**src/rtl/riscv_rf_wb_arbiter_pkg.sv**
```systemverilog
// ----------------------------------------------------------------------------
// riscv_rf_wb_arbiter_pkg
//   Shared types for the register-file write-back path.
//   - dift_tag_t  : DIFT taint tag carried alongside every write
//   - rf_wb_req_t : result-bus write request shared by EX, LSU and APU
//   - wb_src_e    : source selected for a register-file write port
// ----------------------------------------------------------------------------
package riscv_rf_wb_arbiter_pkg;

    localparam int unsigned DIFT_TAG_WIDTH = 2;
    localparam int unsigned RF_ADDR_WIDTH  = 6;
    localparam int unsigned RF_DATA_WIDTH  = 32;

    typedef logic [DIFT_TAG_WIDTH-1:0] dift_tag_t;

    typedef struct packed {
        logic                     valid;
        logic [RF_ADDR_WIDTH-1:0] waddr;
        logic [RF_DATA_WIDTH-1:0] wdata;
        dift_tag_t                tag;
    } rf_wb_req_t;

    typedef enum logic [1:0] {
        SRC_NONE,
        SRC_ALU,
        SRC_LSU,
        SRC_APU
    } wb_src_e;

endpackage

```
**src/rtl/riscv_rf_wb_fifo.sv**
```systemverilog
// ----------------------------------------------------------------------------
// riscv_rf_wb_fifo
//   Synchronous FIFO buffering APU results until a write port is free.
//   Pointers carry one extra wrap bit so full/empty are unambiguous.
// Ports:
//   clk, rst_n        clock, asynchronous active-low reset
//   push_i            enqueue push_addr_i / push_pl_i
//   pop_i             dequeue the head entry
//   empty_o, full_o   occupancy flags
//   cnt_o             number of valid entries
//   head_addr_o/pl_o  oldest entry
//   entry_addr_o      address of every slot, slot i at [i*ADDR_WIDTH +: ADDR_WIDTH]
//   entry_valid_o     slot i currently holds a live entry
// ----------------------------------------------------------------------------
module riscv_rf_wb_fifo #(
    parameter int unsigned DEPTH         = 2,
    parameter int unsigned ADDR_WIDTH    = 6,
    parameter int unsigned PAYLOAD_WIDTH = 32
) (
    input  logic                          clk,
    input  logic                          rst_n,
    input  logic                          push_i,
    input  logic [ADDR_WIDTH-1:0]         push_addr_i,
    input  logic [PAYLOAD_WIDTH-1:0]      push_pl_i,
    input  logic                          pop_i,
    output logic                          empty_o,
    output logic                          full_o,
    output logic [$clog2(DEPTH):0]        cnt_o,
    output logic [ADDR_WIDTH-1:0]         head_addr_o,
    output logic [PAYLOAD_WIDTH-1:0]      head_pl_o,
    output logic [DEPTH*ADDR_WIDTH-1:0]   entry_addr_o,
    output logic [DEPTH-1:0]              entry_valid_o
);

    localparam int unsigned PTR_W = $clog2(DEPTH);

    logic [PTR_W:0]             wr_ptr_q, wr_ptr_d;
    logic [PTR_W:0]             rd_ptr_q, rd_ptr_d;
    logic [ADDR_WIDTH-1:0]      addr_mem_q [DEPTH];
    logic [ADDR_WIDTH-1:0]      addr_mem_d [DEPTH];
    logic [PAYLOAD_WIDTH-1:0]   pl_mem_q   [DEPTH];
    logic [PAYLOAD_WIDTH-1:0]   pl_mem_d   [DEPTH];
    logic [PTR_W-1:0]           entry_off;

    assign cnt_o       = wr_ptr_q - rd_ptr_q;
    assign empty_o     = (wr_ptr_q == rd_ptr_q);
    assign full_o      = (wr_ptr_q[PTR_W] != rd_ptr_q[PTR_W]) &&
                         (wr_ptr_q[PTR_W-1:0] == rd_ptr_q[PTR_W-1:0]);
    assign head_addr_o = addr_mem_q[rd_ptr_q[PTR_W-1:0]];
    assign head_pl_o   = pl_mem_q[rd_ptr_q[PTR_W-1:0]];

    always_comb begin
        wr_ptr_d   = wr_ptr_q;
        rd_ptr_d   = rd_ptr_q;
        addr_mem_d = addr_mem_q;
        pl_mem_d   = pl_mem_q;
        // Push into a full FIFO is only legal together with a pop: the slot
        // being written is the one the head vacates.
        if (push_i) begin
            addr_mem_d[wr_ptr_q[PTR_W-1:0]] = push_addr_i;
            pl_mem_d[wr_ptr_q[PTR_W-1:0]]   = push_pl_i;
            wr_ptr_d = wr_ptr_q + 1'b1;
        end
        if (pop_i) begin
            rd_ptr_d = rd_ptr_q + 1'b1;
        end
    end

    // A slot is live when its distance from the read pointer is below the count.
    always_comb begin
        entry_off     = '0;
        entry_valid_o = '0;
        entry_addr_o  = '0;
        for (int unsigned i = 0; i < DEPTH; i++) begin
            entry_off        = PTR_W'(i) - rd_ptr_q[PTR_W-1:0];
            entry_valid_o[i] = ({1'b0, entry_off} < cnt_o);
            entry_addr_o[i*ADDR_WIDTH +: ADDR_WIDTH] = addr_mem_q[i];
        end
    end

    always_ff @(posedge clk or negedge rst_n) begin
        if (!rst_n) begin
            wr_ptr_q <= '0;
            rd_ptr_q <= '0;
            for (int unsigned i = 0; i < DEPTH; i++) begin
                addr_mem_q[i] <= '0;
                pl_mem_q[i]   <= '0;
            end
        end else begin
            wr_ptr_q   <= wr_ptr_d;
            rd_ptr_q   <= rd_ptr_d;
            addr_mem_q <= addr_mem_d;
            pl_mem_q   <= pl_mem_d;
        end
    end

endmodule

```
**src/rtl/riscv_rf_wb_arbiter.sv**
```systemverilog
// ----------------------------------------------------------------------------
// riscv_rf_wb_arbiter
//   Merges ALU, LSU and (unsynchronised) APU results onto register-file write
//   ports A and B with registered outputs. APU results that miss a port are
//   buffered; pend_mask_o exposes buffered destinations so ID can stall
//   writers that would overtake them. A starvation counter eventually blocks
//   the ALU for one cycle so the buffered head can drain.
// Ports:
//   clk, rst_n                       clock, asynchronous active-low reset
//   alu_valid_i/alu_ready_o, alu_*   ALU write request (blocked on forced slot)
//   lsu_valid_i, lsu_*               LSU write request, always accepted
//   apu_valid_i/apu_ready_o, apu_*   APU write request (ready = FIFO not full)
//   *_wtag_i, wtag_*_o               DIFT tags (DIFT_ACTIVE builds only)
//   we/waddr/wdata_a_o, _b_o         register-file write ports
//   pend_mask_o                      one bit per address buffered in the FIFO
//   fifo_cnt_o                       FIFO occupancy
// ----------------------------------------------------------------------------
module riscv_rf_wb_arbiter
    import riscv_rf_wb_arbiter_pkg::*;
#(
    parameter int unsigned ADDR_WIDTH   = 6,
    parameter int unsigned DATA_WIDTH   = 32,
    parameter int unsigned FIFO_DEPTH   = 2,
    parameter int unsigned STARVE_LIMIT = 4
) (
    input  logic                          clk,
    input  logic                          rst_n,
    input  logic                          alu_valid_i,
    output logic                          alu_ready_o,
    input  logic [ADDR_WIDTH-1:0]         alu_waddr_i,
    input  logic [DATA_WIDTH-1:0]         alu_wdata_i,
    input  logic                          lsu_valid_i,
    input  logic [ADDR_WIDTH-1:0]         lsu_waddr_i,
    input  logic [DATA_WIDTH-1:0]         lsu_wdata_i,
    input  logic                          apu_valid_i,
    output logic                          apu_ready_o,
    input  logic [ADDR_WIDTH-1:0]         apu_waddr_i,
    input  logic [DATA_WIDTH-1:0]         apu_wdata_i,
`ifdef DIFT_ACTIVE
    input  dift_tag_t                     alu_wtag_i,
    input  dift_tag_t                     lsu_wtag_i,
    input  dift_tag_t                     apu_wtag_i,
    output dift_tag_t                     wtag_a_o,
    output dift_tag_t                     wtag_b_o,
`endif
    output logic                          we_a_o,
    output logic [ADDR_WIDTH-1:0]         waddr_a_o,
    output logic [DATA_WIDTH-1:0]         wdata_a_o,
    output logic                          we_b_o,
    output logic [ADDR_WIDTH-1:0]         waddr_b_o,
    output logic [DATA_WIDTH-1:0]         wdata_b_o,
    output logic [2**ADDR_WIDTH-1:0]      pend_mask_o,
    output logic [$clog2(FIFO_DEPTH):0]   fifo_cnt_o
);

`ifdef DIFT_ACTIVE
    localparam int unsigned TAG_W = $bits(dift_tag_t);
`else
    localparam int unsigned TAG_W = 0;
`endif
    // Payload = {tag, data}; the tag field is absent in non-DIFT builds.
    localparam int unsigned PW = DATA_WIDTH + TAG_W;
    localparam int unsigned SW = $clog2(STARVE_LIMIT + 1);

    logic [PW-1:0] alu_pl, lsu_pl, apu_pl;
`ifdef DIFT_ACTIVE
    assign alu_pl = {alu_wtag_i, alu_wdata_i};
    assign lsu_pl = {lsu_wtag_i, lsu_wdata_i};
    assign apu_pl = {apu_wtag_i, apu_wdata_i};
`else
    assign alu_pl = alu_wdata_i;
    assign lsu_pl = lsu_wdata_i;
    assign apu_pl = apu_wdata_i;
`endif

    logic                           fifo_empty, fifo_full;
    logic [ADDR_WIDTH-1:0]          head_addr;
    logic [PW-1:0]                  head_pl;
    logic [FIFO_DEPTH*ADDR_WIDTH-1:0] entry_addr;
    logic [FIFO_DEPTH-1:0]          entry_valid;
    logic                           fifo_push, fifo_pop;

    logic [SW-1:0]                  starve_q, starve_d;
    logic                           force_slot;
    logic                           alu_fire, apu_fire;
    logic                           alu_w, lsu_w, apu_nz;
    logic                           cand_v, cand_taken, collide;
    logic [ADDR_WIDTH-1:0]          cand_addr, addr_a, addr_b;
    logic [PW-1:0]                  cand_pl, pl_a, pl_b;
    wb_src_e                        sel_a, sel_b;

    logic                           we_a_q, we_a_d, we_b_q, we_b_d;
    logic [ADDR_WIDTH-1:0]          waddr_a_q, waddr_a_d, waddr_b_q, waddr_b_d;
    logic [PW-1:0]                  wpl_a_q, wpl_a_d, wpl_b_q, wpl_b_d;

    riscv_rf_wb_fifo #(
        .DEPTH         (FIFO_DEPTH),
        .ADDR_WIDTH    (ADDR_WIDTH),
        .PAYLOAD_WIDTH (PW)
    ) u_fifo (
        .clk           (clk),
        .rst_n         (rst_n),
        .push_i        (fifo_push),
        .push_addr_i   (apu_waddr_i),
        .push_pl_i     (apu_pl),
        .pop_i         (fifo_pop),
        .empty_o       (fifo_empty),
        .full_o        (fifo_full),
        .cnt_o         (fifo_cnt_o),
        .head_addr_o   (head_addr),
        .head_pl_o     (head_pl),
        .entry_addr_o  (entry_addr),
        .entry_valid_o (entry_valid)
    );

    // Ready comes from the pre-dequeue occupancy, so a full FIFO refuses
    // input even in a cycle where its head drains.
    assign apu_ready_o = !fifo_full;
    assign force_slot  = (starve_q == SW'(STARVE_LIMIT));
    assign alu_ready_o = !force_slot;

    assign alu_fire = alu_valid_i && alu_ready_o;
    assign apu_fire = apu_valid_i && apu_ready_o;

    // Integer x0 writes are accepted and dropped.
    assign alu_w  = alu_fire && (alu_waddr_i != '0);
    assign lsu_w  = lsu_valid_i && (lsu_waddr_i != '0);
    assign apu_nz = apu_waddr_i != '0;

    // APU candidate: buffered head if any, otherwise bypass of the input.
    assign cand_v    = !fifo_empty || (apu_fire && apu_nz);
    assign cand_addr = fifo_empty ? apu_waddr_i : head_addr;
    assign cand_pl   = fifo_empty ? apu_pl : head_pl;

    always_comb begin
        sel_a = SRC_NONE;
        sel_b = SRC_NONE;
        if (lsu_w) begin
            sel_b = SRC_LSU;
        end else if (cand_v) begin
            sel_b = SRC_APU;
        end
        if (alu_w) begin
            sel_a = SRC_ALU;
        end else if (cand_v && (sel_b == SRC_LSU)) begin
            sel_a = SRC_APU;
        end
    end

    always_comb begin
        addr_a = '0;
        pl_a   = '0;
        addr_b = '0;
        pl_b   = '0;
        case (sel_a)
            SRC_ALU: begin addr_a = alu_waddr_i; pl_a = alu_pl;  end
            SRC_APU: begin addr_a = cand_addr;   pl_a = cand_pl; end
            default: ;
        endcase
        case (sel_b)
            SRC_LSU: begin addr_b = lsu_waddr_i; pl_b = lsu_pl;  end
            SRC_APU: begin addr_b = cand_addr;   pl_b = cand_pl; end
            default: ;
        endcase
    end

    // Age order is candidate < LSU < ALU, so on an address clash the younger
    // write is the ALU when it owns port A, otherwise whatever owns port B.
    assign collide    = (sel_a != SRC_NONE) && (sel_b != SRC_NONE) && (addr_a == addr_b);
    assign cand_taken = (sel_a == SRC_APU) || (sel_b == SRC_APU);
    assign fifo_pop   = cand_taken && !fifo_empty;
    assign fifo_push  = apu_fire && apu_nz && !(fifo_empty && cand_taken);

    always_comb begin
        we_a_d    = (sel_a != SRC_NONE) && !collide;
        waddr_a_d = waddr_a_q;
        wpl_a_d   = wpl_a_q;
        if (we_a_d) begin
            waddr_a_d = addr_a;
            wpl_a_d   = pl_a;
        end

        we_b_d    = (sel_b != SRC_NONE);
        waddr_b_d = waddr_b_q;
        wpl_b_d   = wpl_b_q;
        if (collide && (sel_a == SRC_ALU)) begin
            waddr_b_d = addr_a;
            wpl_b_d   = pl_a;
        end else if (we_b_d) begin
            waddr_b_d = addr_b;
            wpl_b_d   = pl_b;
        end

        starve_d = starve_q;
        if (fifo_pop) begin
            starve_d = '0;
        end else if (!fifo_empty) begin
            starve_d = starve_q + SW'(1);
        end
    end

    always_comb begin
        pend_mask_o = '0;
        for (int unsigned i = 0; i < FIFO_DEPTH; i++) begin
            if (entry_valid[i]) begin
                pend_mask_o[entry_addr[i*ADDR_WIDTH +: ADDR_WIDTH]] = 1'b1;
            end
        end
    end

    always_ff @(posedge clk or negedge rst_n) begin
        if (!rst_n) begin
            we_a_q    <= 1'b0;
            waddr_a_q <= '0;
            wpl_a_q   <= '0;
            we_b_q    <= 1'b0;
            waddr_b_q <= '0;
            wpl_b_q   <= '0;
            starve_q  <= '0;
        end else begin
            we_a_q    <= we_a_d;
            waddr_a_q <= waddr_a_d;
            wpl_a_q   <= wpl_a_d;
            we_b_q    <= we_b_d;
            waddr_b_q <= waddr_b_d;
            wpl_b_q   <= wpl_b_d;
            starve_q  <= starve_d;
        end
    end

    assign we_a_o    = we_a_q;
    assign waddr_a_o = waddr_a_q;
    assign wdata_a_o = wpl_a_q[DATA_WIDTH-1:0];
    assign we_b_o    = we_b_q;
    assign waddr_b_o = waddr_b_q;
    assign wdata_b_o = wpl_b_q[DATA_WIDTH-1:0];
`ifdef DIFT_ACTIVE
    assign wtag_a_o  = wpl_a_q[PW-1:DATA_WIDTH];
    assign wtag_b_o  = wpl_b_q[PW-1:DATA_WIDTH];
`endif

endmodule

```
**config.mk**
```make
export PLATFORM = sky130hd
export DESIGN_NAME = riscv_rf_wb_arbiter
export DESIGN_NICKNAME = d
export VERILOG_FILES = /design/src/rtl/riscv_rf_wb_arbiter_pkg.sv /design/src/rtl/riscv_rf_wb_fifo.sv /design/src/rtl/riscv_rf_wb_arbiter.sv
export SDC_FILE = /design/constraint.sdc
export NUM_CORES = 1
export LEC_CHECK = 0
export BUFFER_PORTS_ARGS = -buffer_cell sky130_fd_sc_hd__clkbuf_2
export CORE_MARGIN = 5
export CORE_UTILIZATION = 48
export CTS_CLUSTER_SIZE = 28
export DETAILED_ROUTE_END_ITERATION = 10
export GPL_TIMING_DRIVEN = 0
export PLACE_DENSITY = 0.88
export REMOVE_ABC_BUFFERS = 1
export SKIP_CTS_REPAIR_TIMING = 1
export SYNTH_ARGS = -nofsm -noshare
export SYNTH_HDL_FRONTEND = slang
export SYNTH_SLANG_ARGS = --single-unit
```
**constraint.sdc**
```tcl
create_clock -name clk -period 3.98 [get_ports clk]
set_input_delay 0.597 -clock clk [delete_from_list [all_inputs] [get_ports clk]]
set_output_delay 0.597 -clock clk [all_outputs]
set_load 0.05 [all_outputs]
```
# [Yosys cells after proc, flatten, opt, wreduce, memory -nomap -nowiden]
# Cells that the tools add are included.
[totals] wordCells=105 out_inout_bits=146 reg_bits=161 input_bits=119
[op_classes] mux=34 order_cmp=9 eq_ne=10 bitwise_logic=3 n_addsub=6 reduce_logical=30
[ops] cell="32-bit two-way mux" n=7
[ops] cell="64-bit two-way mux" n=2
[ops] cell="32-bit case mux with 2 select lines" n=2
[ops] cell="64-bit bitwise mux" n=1
[ops] cell="64-bit OR" n=1
[ops] cell="6-bit two-way mux" n=7
[ops] cell="32-bit demux with 1-bit select" n=1
[ops] cell="6-bit case mux with 2 select lines" n=2
[ops] cell="6-bit nonzero test" n=3
[ops] cell="1-bit logical AND" n=17
[ops] cell="6-bit by 7-bit less-than comparator with 1-bit output, second input constant" n=2
[ops] cell="12-bit bitwise mux" n=1
[ops] cell="1-bit demux with 6-bit select" n=2
[ops] cell="6-bit by 1-bit greater-or-equal comparator with 1-bit output, second input constant" n=2
[ops] cell="2-bit two-way mux" n=4
[ops] cell="6-bit demux with 1-bit select" n=1
[ops] cell="2-bit equality test, second input constant" n=3
[ops] cell="6-bit equality test" n=1
[ops] cell="3-bit two-way mux" n=2
[ops] cell="2-bit nonzero test" n=3
[ops] cell="1-bit zero test" n=5
[ops] cell="2-bit by 1-bit adder with 2-bit output, second input constant" n=2
[ops] cell="2-bit greater-or-equal comparator, second input constant" n=2
[ops] cell="1-bit by 2-bit less-than comparator with 1-bit output" n=2
[ops] cell="other kinds (13)" n=17

# [Logic depth before layout (Yosys ltp)]
# Gate-level depths: netlist of the first run.
[depth] depth_word=18 mapped_depth=16 depth_no_buf=9

# [Hierarchy]
# Synthesis of the first run repeated with hierarchy kept, for this count alone.
[hier_totals] cells_unflattened=884 hier_area_um2=9318.9
[by_module_without_submodules] module="riscv_rf_wb_arbiter" seq_area_each_um2=2026.9 area_each_um2=5793.1 cells_per_inst=657 n_inst=1
[by_module_without_submodules] module="riscv_rf_wb_fifo" seq_area_each_um2=2001.9 area_each_um2=3525.9 cells_per_inst=227 n_inst=1

# [Least setup slack after synthesis of the first run]
# Ideal clock, no wire load.
[synth_timing] path_type="reg-to-reg" from="register u_fifo.rd_ptr_q[0]" to="register waddr_a_q[1] (netlist: waddr_a_o[1])" path_buffers=5 path_stages_with_launch=15 slack_ps=-113 required_time_ps=3852 synth_period_minus_slack_ps=4093 arrival_ps=3965 setup_ps=128 path_cell_list="dfrtp_1 > clkbuf_1 > buf_2 > buf_1 > inv_1 > ha_1 > buf_2 > inv_1 > nor2_1 > o21ai_1 > a2111oi_0 > o22ai_1 > o31ai_2 > buf_4 > mux2_1"
[synth_between] elab_chain_len=18 elab_cells_between_ends=31 classes_between="eq/ne: 7; mux: 10; bitwise: 1; reduce/logical: 13"
[synth_lines] item="from (decl)" line_no="riscv_rf_wb_fifo.sv:38" source="logic [PTR_W:0] rd_ptr_q, rd_ptr_d;"
[synth_lines] item="from (signal assigned)" line_no="riscv_rf_wb_fifo.sv:91" source="rd_ptr_q <= rd_ptr_d;"
[synth_lines] item="1-bit equality test" line_no="riscv_rf_wb_fifo.sv:48" source="(wr_ptr_q[PTR_W-1:0] == rd_ptr_q[PTR_W-1:0]);"
[synth_lines] item="1-bit logical AND" line_no="riscv_rf_wb_fifo.sv:47" source="assign full_o = (wr_ptr_q[PTR_W] != rd_ptr_q[PTR_W]) &&"
[synth_lines] item="1-bit zero test" line_no="riscv_rf_wb_arbiter.sv:118" source="assign apu_ready_o = !fifo_full;"
[synth_lines] item="1-bit logical AND" line_no="riscv_rf_wb_arbiter.sv:123" source="assign apu_fire = apu_valid_i && apu_ready_o;"
[synth_lines] item="1-bit logical AND" line_no="riscv_rf_wb_arbiter.sv:131" source="assign cand_v = !fifo_empty || (apu_fire && apu_nz);"
[synth_lines] item="1-bit logical OR" line_no="riscv_rf_wb_arbiter.sv:131"
[synth_lines] item="2-bit two-way mux" line_no="riscv_rf_wb_arbiter.sv:140" source="end else if (cand_v) begin"
[synth_lines] item="2-bit two-way mux" line_no="riscv_rf_wb_arbiter.sv:138" source="if (lsu_w) begin"
[synth_lines] item="[... 2 more ...]"
[synth_lines] item="2-bit two-way mux" line_no="riscv_rf_wb_arbiter.sv:145" source="end else if (cand_v && (sel_b == SRC_LSU)) begin"
[synth_lines] item="2-bit two-way mux" line_no="riscv_rf_wb_arbiter.sv:143" source="if (alu_w) begin"
[synth_lines] item="2-bit equality test / 2-bit by 1-bit equality test with 1-bit output (equally long branches)" line_no="riscv_rf_wb_arbiter.sv:155" source="case (sel_a)"
[synth_lines] item="6-bit case mux with 2 select lines" line_no="riscv_rf_wb_arbiter.sv:155"
[synth_lines] item="6-bit equality test" line_no="riscv_rf_wb_arbiter.sv:169" source="assign collide = (sel_a != SRC_NONE) && (sel_b != SRC_NONE) && (addr_a == addr_b);"
[synth_lines] item="1-bit logical AND" line_no="riscv_rf_wb_arbiter.sv:169"
[synth_lines] item="1-bit zero test" line_no="riscv_rf_wb_arbiter.sv:175" source="we_a_d = (sel_a != SRC_NONE) && !collide;"
[synth_lines] item="1-bit logical AND" line_no="riscv_rf_wb_arbiter.sv:175"
[synth_lines] item="to (signal assigned)" line_no="riscv_rf_wb_arbiter.sv:222" source="waddr_a_q <= waddr_a_d;"
[synth_lines] item="to (decl)" line_no="riscv_rf_wb_arbiter.sv:93" source="logic [ADDR_WIDTH-1:0] waddr_a_q, waddr_a_d, waddr_b_q, waddr_b_d;"
# Several ways; a longest one is shown, not always the timed one. The select of a mux whose other input is x is not followed.
# A chain may end at the register's enable or synchronous reset.

# [Worst setup path after layout of the first run]
[layout_timing] from="register u_fifo.rd_ptr_q[0]" to="register wpl_a_q[21] (netlist: wdata_a_o[21])"
[layout_between] elab_chain_len=18 elab_cells_between_ends=36 classes_between="eq/ne: 7; mux: 15; bitwise: 1; reduce/logical: 13"
[layout_lines] item="1-bit equality test" line_no="riscv_rf_wb_fifo.sv:48"
[layout_lines] item="1-bit logical AND" line_no="riscv_rf_wb_fifo.sv:47"
[layout_lines] item="1-bit zero test" line_no="riscv_rf_wb_arbiter.sv:118"
[layout_lines] item="1-bit logical AND" line_no="riscv_rf_wb_arbiter.sv:123"
[layout_lines] item="1-bit logical AND" line_no="riscv_rf_wb_arbiter.sv:131"
[layout_lines] item="1-bit logical OR" line_no="riscv_rf_wb_arbiter.sv:131"
[layout_lines] item="2-bit two-way mux" line_no="riscv_rf_wb_arbiter.sv:140"
[layout_lines] item="2-bit two-way mux" line_no="riscv_rf_wb_arbiter.sv:138"
[layout_lines] item="[... 2 more ...]"
[layout_lines] item="2-bit two-way mux" line_no="riscv_rf_wb_arbiter.sv:145"
[layout_lines] item="2-bit two-way mux" line_no="riscv_rf_wb_arbiter.sv:143"
[layout_lines] item="2-bit equality test / 2-bit by 1-bit equality test with 1-bit output (equally long branches)" line_no="riscv_rf_wb_arbiter.sv:155"
[layout_lines] item="6-bit case mux with 2 select lines" line_no="riscv_rf_wb_arbiter.sv:155"
[layout_lines] item="6-bit equality test" line_no="riscv_rf_wb_arbiter.sv:169"
[layout_lines] item="1-bit logical AND" line_no="riscv_rf_wb_arbiter.sv:169"
[layout_lines] item="1-bit zero test" line_no="riscv_rf_wb_arbiter.sv:175"
[layout_lines] item="1-bit logical AND" line_no="riscv_rf_wb_arbiter.sv:175"
[layout_lines] item="to (signal assigned)" line_no="riscv_rf_wb_arbiter.sv:223" source="wpl_a_q <= wpl_a_d;"
[layout_lines] item="to (decl)" line_no="riscv_rf_wb_arbiter.sv:94" source="logic [PW-1:0] wpl_a_q, wpl_a_d, wpl_b_q, wpl_b_d;"
# Several ways; a longest one is shown, not always the timed one. The select of a mux whose other input is x is not followed.

==> results_dict.tcl, run 1 <==
set metrics [dict create \
    viasPerCell 6.17 \
    syn_inst 911 \
    yosys.area_share.simple_pct 11.8 \
    ctsLongestPathBuffers 2 \
    worstSkewPairLatency_ps 420 \
    drive_gt1_share_pct 37.3 \
    globalRouteTotalUtil_pct 24.7 \
    fillers 1492 \
    ir_drop_mv 0.524 \
    final-hold-violation-count 0 \
    seq_area_sq_um 4030 \
    yosysSeqAreaShare_pct 44.1 \
    drt_iter0_markers 591 \
    die_h_um 148 \
    pin_count 265 \
    muxShareOfSynthArea_pct 21.0 \
    leakagePower_uw 0.00518 \
    period_share_pct 95.8 \
    pre_cts_ws_ps -992 \
    crit_chain "buf_12, inv_1, ha_2, clkinvlp_4, o21ai_0, nand4_1, o22ai_1, o22ai_1, o31ai_4, buf_8, buf_8, mux2_1" \
    via_count 8649 \
    cts_tree "built" \
    antenna_found_initial 1 \
    grt_max_degree 88 \
    finalSetupTns_ps 0 \
    max_freq_ghz 0.262 \
    required_ps 4280 \
    powerDensity_nw_per_um2 1040 \
    synth_top_area_cell "dfrtp_1" \
    start_util_pct 48.8 \
    avgSynthCellArea_sq_um 10.0 \
    synth_top_family_by_area "multiplexers" \
    ys_types 58 \
    multi_input_area_sq_um 4730 \
    finalNetCount 1277 \
    cp_top_family "compound AO/OA/AOI/OAI gates" \
    synth.most_common_cell "dfrtp_1" \
    dp_hpwl_um 19500 \
    finalCoreUtilization_pct 61.2 \
    critPathSlowestCell "ha_2" \
    synth_xor_area_share_pct 0.754 \
    port_buffers 264 \
    grt_overflow 0 \
    wl_per_cell_um 20.4 \
    synth_compound_area_share_pct 16.7 \
    yosys_warnings 0 \
    syn_to_final_growth_pct 25.4 \
    firstDrtPassIters 6 \
    fp.dieW_um 148 \
    worst_setup_path_start_kind "flip-flop" \
    synthArstFlopShare_pct 100 \
    cp_max_fo 30 \
    clock-root-buffer "clkbuf_16" \
    worst_r2r_endpoint "wdata_a_o[21]$_DFFE_PN0P_" \
    maxSlewViolCount 0 \
    outcome "finished clean" \
    synth_commonest_cells "161 x dfrtp_1, 97 x mux2i_1, 76 x mux2_2" \
    cts_made_buffers 17 \
    place.gp.congestion 0.930 \
    crit_buf_inv 5 \
    drv_cap 0 \
    synthAdderAreaFrac_pct 0.685 \
    postRouteAntennaNets 0 \
    slew_headroom_pct 38.4 \
    num_rows 50 \
    setup_slack_ps 167 \
    dpl_cell_area_sq_um 10700 \
    critPathKind "reg -> reg" \
    yosysTopAreaCellShare_pct 44.1 \
    holdWs_ps 204 \
    dieArea_sq_um 21900 \
    synth-seq-cells 161 \
    finClkSkew_ps 12.8 \
    setup_viol 0 \
    rrSetupSlack_ps 170 \
    cts_max_level 4 \
    ff2ff_path_depth 12 \
    cts.sinks 161 \
    fin_crit_ps 3810 \
    r2r-start "u_fifo.rd_ptr_q[0]$_DFFE_PN0P_" \
    core_area_sq_um 18700 \
    critPathArrivalTime_ps 4110 \
    grt_pass1_vias 8732 \
    finalWirelength_um 28600 \
    hp-class "in -> async" \
    clk_pin_slew_ps 70 \
    ys_top_cells_by_area "dfrtp_1 44%, mux2i_1 11%, mux2_2 9.4%, o22ai_1 4.5%, a21oi_1 3.6%" \
    drc 0 \
    worst_pin_slew_ps 921 \
    design_area_sq_um 11400 \
    setup.worst_path.end_class "flip-flop" \
    synth_area_sq_um 9130 \
    cpPeakStageDelay_ps 480 \
    grt_pass1_wl_um 44100 \
    synth_edf_count 0 \
    ys.flop_type "dfrtp_1" \
]
## registers in the layout, summed over array words and instances, names as in the netlist
register             count
starve_q                 3
u_fifo.wr_ptr_q          2
wdata_a_o               32
u_fifo.pl_mem_q         64
waddr_a_o                6
u_fifo.entry_addr_o     12
waddr_b_o                6
we_a_o                   1
u_fifo.rd_ptr_q          2
wdata_b_o               32
we_b_o                   1
## kinds of logic (layout without fill, tap and decap cells)
| family | after synthesis | in the layout |
|---|---|---|
| compound gates | 231 | 231 |
| xor+xnor | 7 | 7 |
| fa+ha+maj | 5 | 5 |
| buf+inv | 106 | 359 |
| flops | 161 | 161 |
| mux | 181 | 181 |
| other cells | 0 | 1 |
| simple gates | 220 | 222 |
## placed cells by master (no fill, tap or decap), types with 5 or more instances in the layout
cell | synthesis | layout
o221ai_1 | 33 | 33
clkbuf_16 | 0 | 17
nand3b_1 | 7 | 7
buf_12 | 0 | 5
buf_4 | 4 | 14
mux2i_1 | 97 | 97
clkbuf_2 | 0 | 263
nand2_1 | 42 | 40
o22ai_1 | 66 | 66
dfrtp_1 | 161 | 160
nor2_1 | 75 | 73
or4_1 | 5 | 5
nor2b_1 | 6 | 6
nand2b_1 | 9 | 8
mux2_2 | 76 | 76
and2_1 | 6 | 6
mux2_1 | 8 | 8
inv_1 | 32 | 31
inv_6 | 0 | 5
o21ai_0 | 24 | 22
nand3_1 | 46 | 45
or3b_2 | 6 | 6
nand4_1 | 5 | 5
a21oi_1 | 65 | 65
xnor2_1 | 5 | 5
buf_8 | 0 | 6
## metal layers
metal | vias to the layer above | share of wire (%) | track usage [%]
li1 | 3861 | - | -
met3 | 64 | 7.9 | 5.73
met5 | - | 0 | 0
met4 | 0 | 2.7 | 9.70
met2 | 445 | 50 | 42.4
met1 | 4279 | 40 | 30.2
## through the flow
stage          power, uW  instances
6_report           12000       1401
5_1_grt            12600       1401
4_1_cts            11700       1384
3_5_place_dp       10100       1352
3_3_place_gp        9440       1337
2_1_floorplan       8260        839
## worst max path at each step
stage / cells past startpoint / endpoint / slack, ps / start
floorplan: 9 / waddr_a_o[1]$_DFFE_PN0P_ / -4510 / u_fifo.rd_ptr_q[0]$_DFFE_PN0P_
global route: 7 / pend_mask_o[52] / -40 / u_fifo.wr_ptr_q[1]$_DFFE_PN0P_
global placement: 9 / wdata_a_o[15]$_DFFE_PN0P_ / -8390 / u_fifo.rd_ptr_q[0]$_DFFE_PN0P_
CTS: 12 / wdata_b_o[8]$_DFFE_PN0P_ / -990 / u_fifo.rd_ptr_q[0]$_DFFE_PN0P_
finish: 12 / wdata_a_o[21]$_DFFE_PN0P_ / 170 / u_fifo.rd_ptr_q[0]$_DFFE_PN0P_
detailed placement: 12 / wdata_b_o[8]$_DFFE_PN0P_ / -990 / u_fifo.rd_ptr_q[0]$_DFFE_PN0P_
## area by class of cell
cell class	instances	area share [%]
Inverter	34	1.15
Multi-Input combinational cell	646	41.4
Antenna cell	1	0.0219
Clock buffer	19	3.78
Timing Repair Buffer	293	14.9
Tap cell	234	2.56
Clock inverter	13	1.03
Sequential cell	161	35.2
## where the power goes
part / internal (uW) / switching (uW)
Sequential: 2470 / 604
Clock: 825 / 729
Combinational: 2370 / 4960
Total: 5660 / 6290
No activity file was read; power rests on OpenSTA's default activity.
==> run 2, diff against run 1 <==
- GPL_TIMING_DRIVEN: 0 -> default
==> results_dict.tcl, run 2 (synthesis gave the netlist of run 1 again) <==
set metrics [dict create \
    crit_chain "xor2_2, inv_2, ha_1, nor2b_1, or3b_2, o32ai_1, clkbuf_2" \
    grt.busiest_layer "met2" \
    fin_cells 1388 \
    worst_pin_slew_ps 985 \
    die_h_um 148 \
    required_ps 3380 \
    drv_cap 0 \
    holdWs_ps 294 \
    cp_max_fo 9 \
    clock-root-buffer "clkbuf_16" \
    period_share_pct 92.3 \
    cts_tree "built" \
    grtUsageMet2_pct 41.4 \
    drc 0 \
    fin_crit_ps 3680 \
    antenna_cells 0 \
    globalRouteTotalUtil_pct 24.6 \
    dp.cells 1357 \
    core_area_sq_um 18700 \
    fp.dieW_um 148 \
    via_count 8434 \
    drive_gt1_share_pct 36.2 \
    worstSkewPairLatency_ps 440 \
    grt_max_degree 104 \
    critPathArrivalTime_ps 3080 \
    ctsLongestPathBuffers 2 \
    grt_pass1_vias 8505 \
    r2r-start "starve_q[0]$_DFFE_PN0P_" \
    slew_headroom_pct 34.3 \
    setup_viol 0 \
    cts_max_level 4 \
    start_util_pct 48.8 \
    finClkSkew_ps 11.8 \
    powerDensity_nw_per_um2 1040 \
    cpPeakStageDelay_ps 520 \
    grt_overflow 0 \
    cts_made_buffers 17 \
    use_met1_pct 30.8 \
    syn_to_final_growth_pct 23.3 \
    setup_slack_ps 305 \
    multi_input_area_sq_um 4690 \
    dieArea_sq_um 21900 \
    dp_hpwl_um 19300 \
    firstDrtPassIters 8 \
    seq_area_sq_um 4030 \
    drt_iter0_markers 591 \
    globalRouteMet3Util_pct 6.10 \
    clk_pin_slew_ps 60 \
    hp-class "in -> async" \
    final-hold-violation-count 0 \
    grt_pass1_wl_um 43600 \
    rsz0062_at_grt "false" \
    antenna_found_initial 0 \
    viasPerCell 6.08 \
    place.gp.congestion 0.926 \
    rrSetupSlack_ps 370 \
    leakagePower_uw 0.00511 \
    top_register "u_fifo.pl_mem_q" \
    postRouteAntennaNets 0 \
    worst_r2r_endpoint "wdata_a_o[21]$_DFFE_PN0P_" \
    wl_per_cell_um 19.8 \
    fillers 1518 \
    critPathSlowestCell "or3b_2" \
    finalWirelength_um 27500 \
    pre_cts_ws_ps 425 \
    port_buffers 264 \
    largest_reg_flops 64 \
    layout_commonest_cell "clkbuf_2" \
    maxSlewViolCount 0 \
    mostFrequentLayoutCells "263 x clkbuf_2, 160 x dfrtp_1, 97 x mux2i_1, 76 x mux2_2, 73 x nor2_1" \
    pin_count 265 \
    max_freq_ghz 0.272 \
    setup.worst_path.end_class "output port" \
    worst_setup_path_start_kind "flip-flop" \
    outcome "finished clean" \
    finalNetCount 1266 \
    cts.sinks 161 \
    num_rows 50 \
    ff2ff_path_depth 11 \
    critPathKind "reg -> out" \
    ir_drop_mv 0.568 \
    finalPower_uw 11800 \
    finalCoreUtilization_pct 60.2 \
]
run 2: cell types whose count changed in the layout (fill, tap and decap cells not counted), sizes merged, moves of 2 or more:
| cell | delta |
|---|---|
| clkbuf | -2 |
| bufinv | +2 |
| buf | -8 |
| inv | -2 |
run 2: power breakdown:
part | internal (uW) | switching, uW | total [uW]
Clock | 949 | 700 | 1650
Combinational | 2220 | 4810 | 7020
Sequential | 2470 | 614 | 3080
run 2: final cells by class:
cell class	count	share of cell area, %
clock buffers	18	3.90
inverters	34	1.13
clock inverters	13	1.33
multi-input cells	644	41.7
well taps	234	2.60
flip-flops and latches	161	35.8
repair buffers	284	13.6
run 2: worst max-delay path, delay by kind of cell (launching register included):
family / cells / cell delay [ps]
flip-flops: 1 / 420
AO/OA/AOI/OAI: 1 / 290
adder cells (fa/ha/maj): 1 / 270
AND/OR/NAND/NOR: 2 / 670
buffers and inverters: 2 / 520
XOR/XNOR: 1 / 470
run 2: layer usage:
| metal | vias up | wire [um] |
|---|---|---|
| li1 | 3833 | - |
| met3 | 64 | 2150 |
| met2 | 448 | 13500 |
| met5 | - | 0 |
| met1 | 4089 | 11100 |
| met4 | 0 | 818 |
run 2: how the worst max path moves through the flow:
stage,startpoint,endpoint,slack (ps),cells past startpoint
floorplan,u_fifo.rd_ptr_q[0]$_DFFE_PN0P_,waddr_a_o[1]$_DFFE_PN0P_,-4510,9
global placement,lsu_waddr_i[0],wdata_a_o[16]$_DFFE_PN0P_,480,9
detailed placement,alu_valid_i,wdata_a_o[21]$_DFFE_PN0P_,430,10
CTS,u_fifo.wr_ptr_q[1]$_DFFE_PN0P_,pend_mask_o[56],360,7
global route,starve_q[0]$_DFFE_PN0P_,waddr_a_o[5]$_DFFE_PN0P_,120,11
finish,u_fifo.wr_ptr_q[1]$_DFFE_PN0P_,pend_mask_o[56],300,7
run 2: per-stage QoR:
step	setup TNS (ps)	area, sq um
2_1_floorplan	-338960	8810
3_3_place_gp	0	10700
3_5_place_dp	0	10700
4_1_cts	0	11300
5_1_grt	0	11300
6_report	0	11300
